## config.mk

```make
export PLATFORM = sky130hd
export DESIGN_NAME = uart_tx
export DESIGN_NICKNAME = d
export VERILOG_FILES = /design/src/rtl/uart_tx.sv
export SDC_FILE = /design/constraint.sdc
export NUM_CORES = 1
export LEC_CHECK = 0
export ABC_AREA = 1
export BUFFER_PORTS_ARGS = -buffer_cell sky130_fd_sc_hd__buf_4
export CAP_MARGIN = 40
export CORE_MARGIN = 4
export CORE_UTILIZATION = 55
export DETAILED_ROUTE_END_ITERATION = 10
export HOLD_SLACK_MARGIN = 0.03
export PLACE_DENSITY_LB_ADDON = 0.2
export SYNTH_ARGS = -nofsm -noshare
export SYNTH_HDL_FRONTEND = slang
export SYNTH_SLANG_ARGS = --single-unit
```

## constraint.sdc

```tcl
create_clock -name clk -period 4.7 [get_ports clk]
set_input_delay 0.47 -clock clk [delete_from_list [all_inputs] [get_ports clk]]
set_output_delay 0.47 -clock clk [all_outputs]
set_load 0.005 [all_outputs]
```

## src/rtl/uart_tx.sv

```systemverilog
// 8N1 UART transmitter with a one-entry holding register for back-to-back frames.
module uart_tx #(
  parameter int unsigned CLKS_PER_BIT = 2604,
  parameter int unsigned CNT_W        = 12
) (
  input  logic       clk,
  input  logic       reset,
  input  logic       tx_valid,
  input  logic [7:0] tx_data,
  output logic       tx_ready,
  output logic       TxD,
  output logic       tx_busy,
  output logic       tx_done
);

  typedef enum logic [1:0] {
    IDLE  = 2'd0,
    START = 2'd1,
    DATA  = 2'd2,
    STOP  = 2'd3
  } state_e;

  localparam logic [CNT_W-1:0] CNT_LAST = CNT_W'(CLKS_PER_BIT - 1);
  localparam logic [CNT_W-1:0] CNT_PRE  = CNT_W'(CLKS_PER_BIT - 2);
  localparam logic [CNT_W-1:0] CNT_ONE  = CNT_W'(1);

  state_e           state_q;
  logic [7:0]       hold_q;
  logic             hold_full_q;
  logic [7:0]       shift_q;
  logic [CNT_W-1:0] cnt_q;
  logic [2:0]       bit_idx_q;
  logic             txd_q;
  logic             tx_ready_q;
  logic             tx_busy_q;
  logic             tx_done_q;

  assign TxD      = txd_q;
  assign tx_ready = tx_ready_q;
  assign tx_busy  = tx_busy_q;
  assign tx_done  = tx_done_q;

  // Holding-register handshake plus frame sequencer; every output is a flop.
  always_ff @(posedge clk or negedge reset) begin
    if (!reset) begin
      state_q     <= IDLE;
      hold_q      <= 8'h00;
      hold_full_q <= 1'b0;
      shift_q     <= 8'h00;
      cnt_q       <= '0;
      bit_idx_q   <= 3'd0;
      txd_q       <= 1'b1;
      tx_ready_q  <= 1'b1;
      tx_busy_q   <= 1'b0;
      tx_done_q   <= 1'b0;
    end else begin
      tx_done_q <= 1'b0;

      // Accept into the holding register; cannot coincide with a drain.
      if (tx_valid && tx_ready_q) begin
        hold_q      <= tx_data;
        hold_full_q <= 1'b1;
        tx_ready_q  <= 1'b0;
      end

      case (state_q)
        IDLE: begin
          txd_q     <= 1'b1;
          tx_busy_q <= 1'b0;
          if (hold_full_q) begin
            shift_q     <= hold_q;
            hold_full_q <= 1'b0;
            tx_ready_q  <= 1'b1;
            cnt_q       <= '0;
            state_q     <= START;
            txd_q       <= 1'b0;
            tx_busy_q   <= 1'b1;
          end
        end

        START: begin
          if (cnt_q == CNT_LAST) begin
            cnt_q     <= '0;
            bit_idx_q <= 3'd0;
            state_q   <= DATA;
            txd_q     <= shift_q[0];
          end else begin
            cnt_q <= cnt_q + CNT_ONE;
          end
        end

        DATA: begin
          if (cnt_q == CNT_LAST) begin
            cnt_q <= '0;
            if (bit_idx_q == 3'd7) begin
              state_q <= STOP;
              txd_q   <= 1'b1;
            end else begin
              // LSB-first: shift the byte down so the next bit is always at [1].
              bit_idx_q <= bit_idx_q + 3'd1;
              shift_q   <= {1'b0, shift_q[7:1]};
              txd_q     <= shift_q[1];
            end
          end else begin
            cnt_q <= cnt_q + CNT_ONE;
          end
        end

        STOP: begin
          // Pulse lands on the last stop-bit cycle.
          if (cnt_q == CNT_PRE) begin
            tx_done_q <= 1'b1;
          end
          if (cnt_q == CNT_LAST) begin
            cnt_q <= '0;
            if (hold_full_q) begin
              shift_q     <= hold_q;
              hold_full_q <= 1'b0;
              tx_ready_q  <= 1'b1;
              state_q     <= START;
              txd_q       <= 1'b0;
            end else begin
              state_q   <= IDLE;
              txd_q     <= 1'b1;
              tx_busy_q <= 1'b0;
            end
          end else begin
            cnt_q <= cnt_q + CNT_ONE;
          end
        end

        default: begin
          state_q   <= IDLE;
          txd_q     <= 1'b1;
          tx_busy_q <= 1'b0;
        end
      endcase
    end
  end

endmodule

```

==> metrics.txt <==
status=completed; Max Transition Viols Final=0; Crit path arrival time=2.45 ns; Vert. Die Dim=69.71 µm; buffers and inverters on the worst path=2; Detail Route met3 WL=172 µm; final cycle utilization of the critical path=48.37%; number of I/O pins=15; worst hold-check path type=in2async; flop and latch count out of synthesis=38; Buffers on Ports=14; effective utilization at floorplan=57.21%; vias in the first global route=1621; power per standard cell area=577.7 nW/µm²; crit path capture type=flop; clock buffer count from CTS=5; Crit Path Max Fanout=19; Final GP Congestion=0.8620; post-CTS setup buffer count=0; data required time of the critical path=4.88 ns; chip width=69.71 µm; FF-to-FF End=shift_q[6]; worst path setup slack after routing=2.427 ns; mapped cell area=2095 µm²; clock latency on the worst-skew pair=0.29 ns; DR DRC count=0; uppermost layer routed=met4; Core Footprint=3661 µm²; hold-fix buffer count after cts=0; largest vdd supply drop=0.4043 mV; CTS tree=built; Relative slew margins=52.65%; area of the die=4859 µm²; CP delay by family, top=adder cells; instance area after placement=2227 µm²; total met2 wirelength after detailed routing=2019 µm; worst setup slack after placement=2.472 ns; Worst Clk Skew=0.005859 ns; WP depth=7; total nets after synthesis=276; Routed WL=4048 µm; post-cts resize count=0; area growth from synthesis to layout=10.63%; r2r startpoint=state_q[0]; sum of net half-perimeters after detailed placement=2921 µm; total global-route track usage=18.30%; highest-delay cell along the critical path=sky130_fd_sc_hd__ha_1; routed length per instance=12.65 µm; worst slew pin tran=0.7102 ns; Worst Setup Start Kind=flop; Register-to-Register Path Depth=7; maximum frequency from static timing analysis=439.9 MHz; remaining global-route overflow=0; Clk pin slew, worst setup/hold paths=0.07 ns; Post-DRT Antenna Nets=0; Leak=1.117 nW; number of vias per cell=5.341; time the worst path needs with I/O delays and setup=2.273 ns; CTS max path bufs=2; first-pass iteration count of the detailed router=4; register-to-register path setup slack=2.43 ns; clock root buffer=sky130_fd_sc_hd__clkbuf_8; number of antenna violations at the first check in global routing=0; Finish-stage setup viols=0; Row Count=22; Fillers=322; max incr delay on CP=0.63 ns; count of clock tree sinks=38; setup tns final=0 ns; critical path class=reg2reg; max cap viols=0; Routed met1 length=1797 µm; total via count in the routed design=1709; Mapped Avg Cell Area=8.214 µm²; Hold Violations, Final=0; sequence of cells on the critical path=inv_1 -> ha_1 -> inv_1 -> a21oi_4 -> nand3_4 -> nand2_1 -> nand2_1; largest net degree at the start of global routing=39; Final #Nets=292; Crit. Startpoint=state_q[0]; initial detailed-routing violation count=54; most common cell after layout, fill and taps aside=sky130_fd_sc_hd__nand2_1; fraction of layout instances using a drive strength above 1=15.07%; sequential element share of the synthesized area=45.52%; final design area excluding fillers=2317 µm²; count of mapped cells out of synthesis=255; number of inserted diodes=0; count of distinct cell types in the synthesized netlist=33; number of warnings printed during yosys synthesis=0; Clock H-tree levels=2; commonest non-fill, non-tap cells in the layout=77 x sky130_fd_sc_hd__nand2_1, 36 x sky130_fd_sc_hd__dfrtp_1, 24 x sky130_fd_sc_hd__inv_1; wire length of the first global-routing pass=7189 µm; unrepaired setup endpoints after global routing=no
[per-stage QoR]
| step | hold slack (ns) | cells | util, % | power, mW |
|---|---|---|---|---|
| 2_1_floorplan | 0.1744 | 255 | - | 0.9670 |
| 3_3_place_gp | 0.4555 | 312 | 60.83 | 1.090 |
| 3_5_place_dp | 0.4581 | 312 | 60.83 | 1.107 |
| 4_1_cts | 0.1427 | 320 | 63.29 | 1.343 |
| 5_1_grt | 0.1506 | 320 | 63.29 | 1.459 |
| 6_report | 0.1289 | 320 | 63.29 | 1.339 |
[area by class of cell]
cell class / count / area (µm²) / area share, %
multi-input cells: 184 / 1003 / 43.30
inverters: 28 / 105.1 / 4.536
well taps: 48 / 60.06 / 2.592
clock buffers: 8 / 90.09 / 3.888
flip-flops and latches: 38 / 953.4 / 41.14
repair buffers: 14 / 105.1 / 4.536
[registers in the layout (all words and copies together), names as in the netlist]
name and flops:
cnt_q 12, state_q 2, shift_q 8, TxD 1, bit_idx_q 3, tx_busy 1
hold_full_q 1, hold_q 8, tx_done 1, tx_ready 1
[cell families (layout without fill, tap and decap cells)]
| kind of cell | count (synthesis) | count (layout) | synth area share, % |
|---|---|---|---|
| AOI/OAI and AO/OA | 39 | 39 | 11.71 |
| xor gates and xnor gates | 2 | 2 | 0.8365 |
| adders and majority gates | 10 | 10 | 5.974 |
| buffers and inverters | 33 | 50 | 6.571 |
| DFF | 38 | 38 | 45.52 |
| muxes | 4 | 4 | 2.150 |
| and+or+nand+nor | 129 | 129 | 27.24 |
[Yosys cell counts]
library cell | n | area (µm²)
sky130_fd_sc_hd__dfstp_2 | 2 | 52.55
sky130_fd_sc_hd__o31ai_1 | 1 | 7.510
sky130_fd_sc_hd__nor2_1 | 22 | 82.58
sky130_fd_sc_hd__buf_2 | 2 | 10.01
sky130_fd_sc_hd__a31oi_1 | 1 | 6.260
sky130_fd_sc_hd__or2_2 | 1 | 6.260
sky130_fd_sc_hd__buf_6 | 1 | 11.26
sky130_fd_sc_hd__mux2_2 | 4 | 45.04
sky130_fd_sc_hd__inv_1 | 24 | 90.09
sky130_fd_sc_hd__nand3_4 | 2 | 35.03
sky130_fd_sc_hd__nand4_1 | 10 | 62.56
sky130_fd_sc_hd__o31ai_2 | 1 | 12.51
sky130_fd_sc_hd__o2111ai_1 | 1 | 8.760
sky130_fd_sc_hd__nor2_2 | 2 | 12.51
sky130_fd_sc_hd__xor2_1 | 2 | 17.52
sky130_fd_sc_hd__o21ai_0 | 19 | 95.09
sky130_fd_sc_hd__nand3_1 | 11 | 55.05
sky130_fd_sc_hd__o21ai_2 | 1 | 8.760
sky130_fd_sc_hd__buf_4 | 1 | 7.510
sky130_fd_sc_hd__ha_1 | 10 | 125.1
sky130_fd_sc_hd__inv_2 | 4 | 15.01
sky130_fd_sc_hd__o211ai_1 | 1 | 7.510
sky130_fd_sc_hd__o21ai_4 | 1 | 16.27
sky130_fd_sc_hd__nand2_1 | 77 | 289.0
sky130_fd_sc_hd__nor2_4 | 1 | 11.26
sky130_fd_sc_hd__clkbuf_1 | 1 | 3.750
sky130_fd_sc_hd__nand2_2 | 1 | 6.260
sky130_fd_sc_hd__a32oi_1 | 1 | 8.760
sky130_fd_sc_hd__a21oi_1 | 10 | 50.05
sky130_fd_sc_hd__o21bai_1 | 1 | 7.510
sky130_fd_sc_hd__nor3_1 | 2 | 10.01
sky130_fd_sc_hd__a21oi_4 | 1 | 16.27
sky130_fd_sc_hd__dfrtp_1 | 36 | 900.9
[worst max path at each step]
stage,to,slack [ns]
floorplan,shift_q[0],3.16
global placement,shift_q[5],2.55
detailed placement,shift_q[0],2.47
CTS,shift_q[6],2.43
global route,shift_q[4],2.24
finish,shift_q[6],2.43
[metal layers]
metal  track usage [%]  up-vias
met4             6.170        0
li1                  -      862
met3             5.942        8
met1             22.04      806
met5                 0        -
met2             30.83       33
[worst register-to-register path, cell delays in order, from the launching register on]
cell and delay [ns]:
sky130_fd_sc_hd__dfrtp_1 0.45, sky130_fd_sc_hd__inv_1 0.14, sky130_fd_sc_hd__ha_1 0.63, sky130_fd_sc_hd__inv_1 0.30
sky130_fd_sc_hd__a21oi_4 0.33, sky130_fd_sc_hd__nand3_4 0.16, sky130_fd_sc_hd__nand2_1 0.11, sky130_fd_sc_hd__nand2_1 0.05
[power breakdown]
part	internal, mW	switching (mW)
registers	0.441	0.0749
logic	0.208	0.387
clock network	0.120	0.109
total	0.768	0.571
Power figures use the tool's default switching activity.
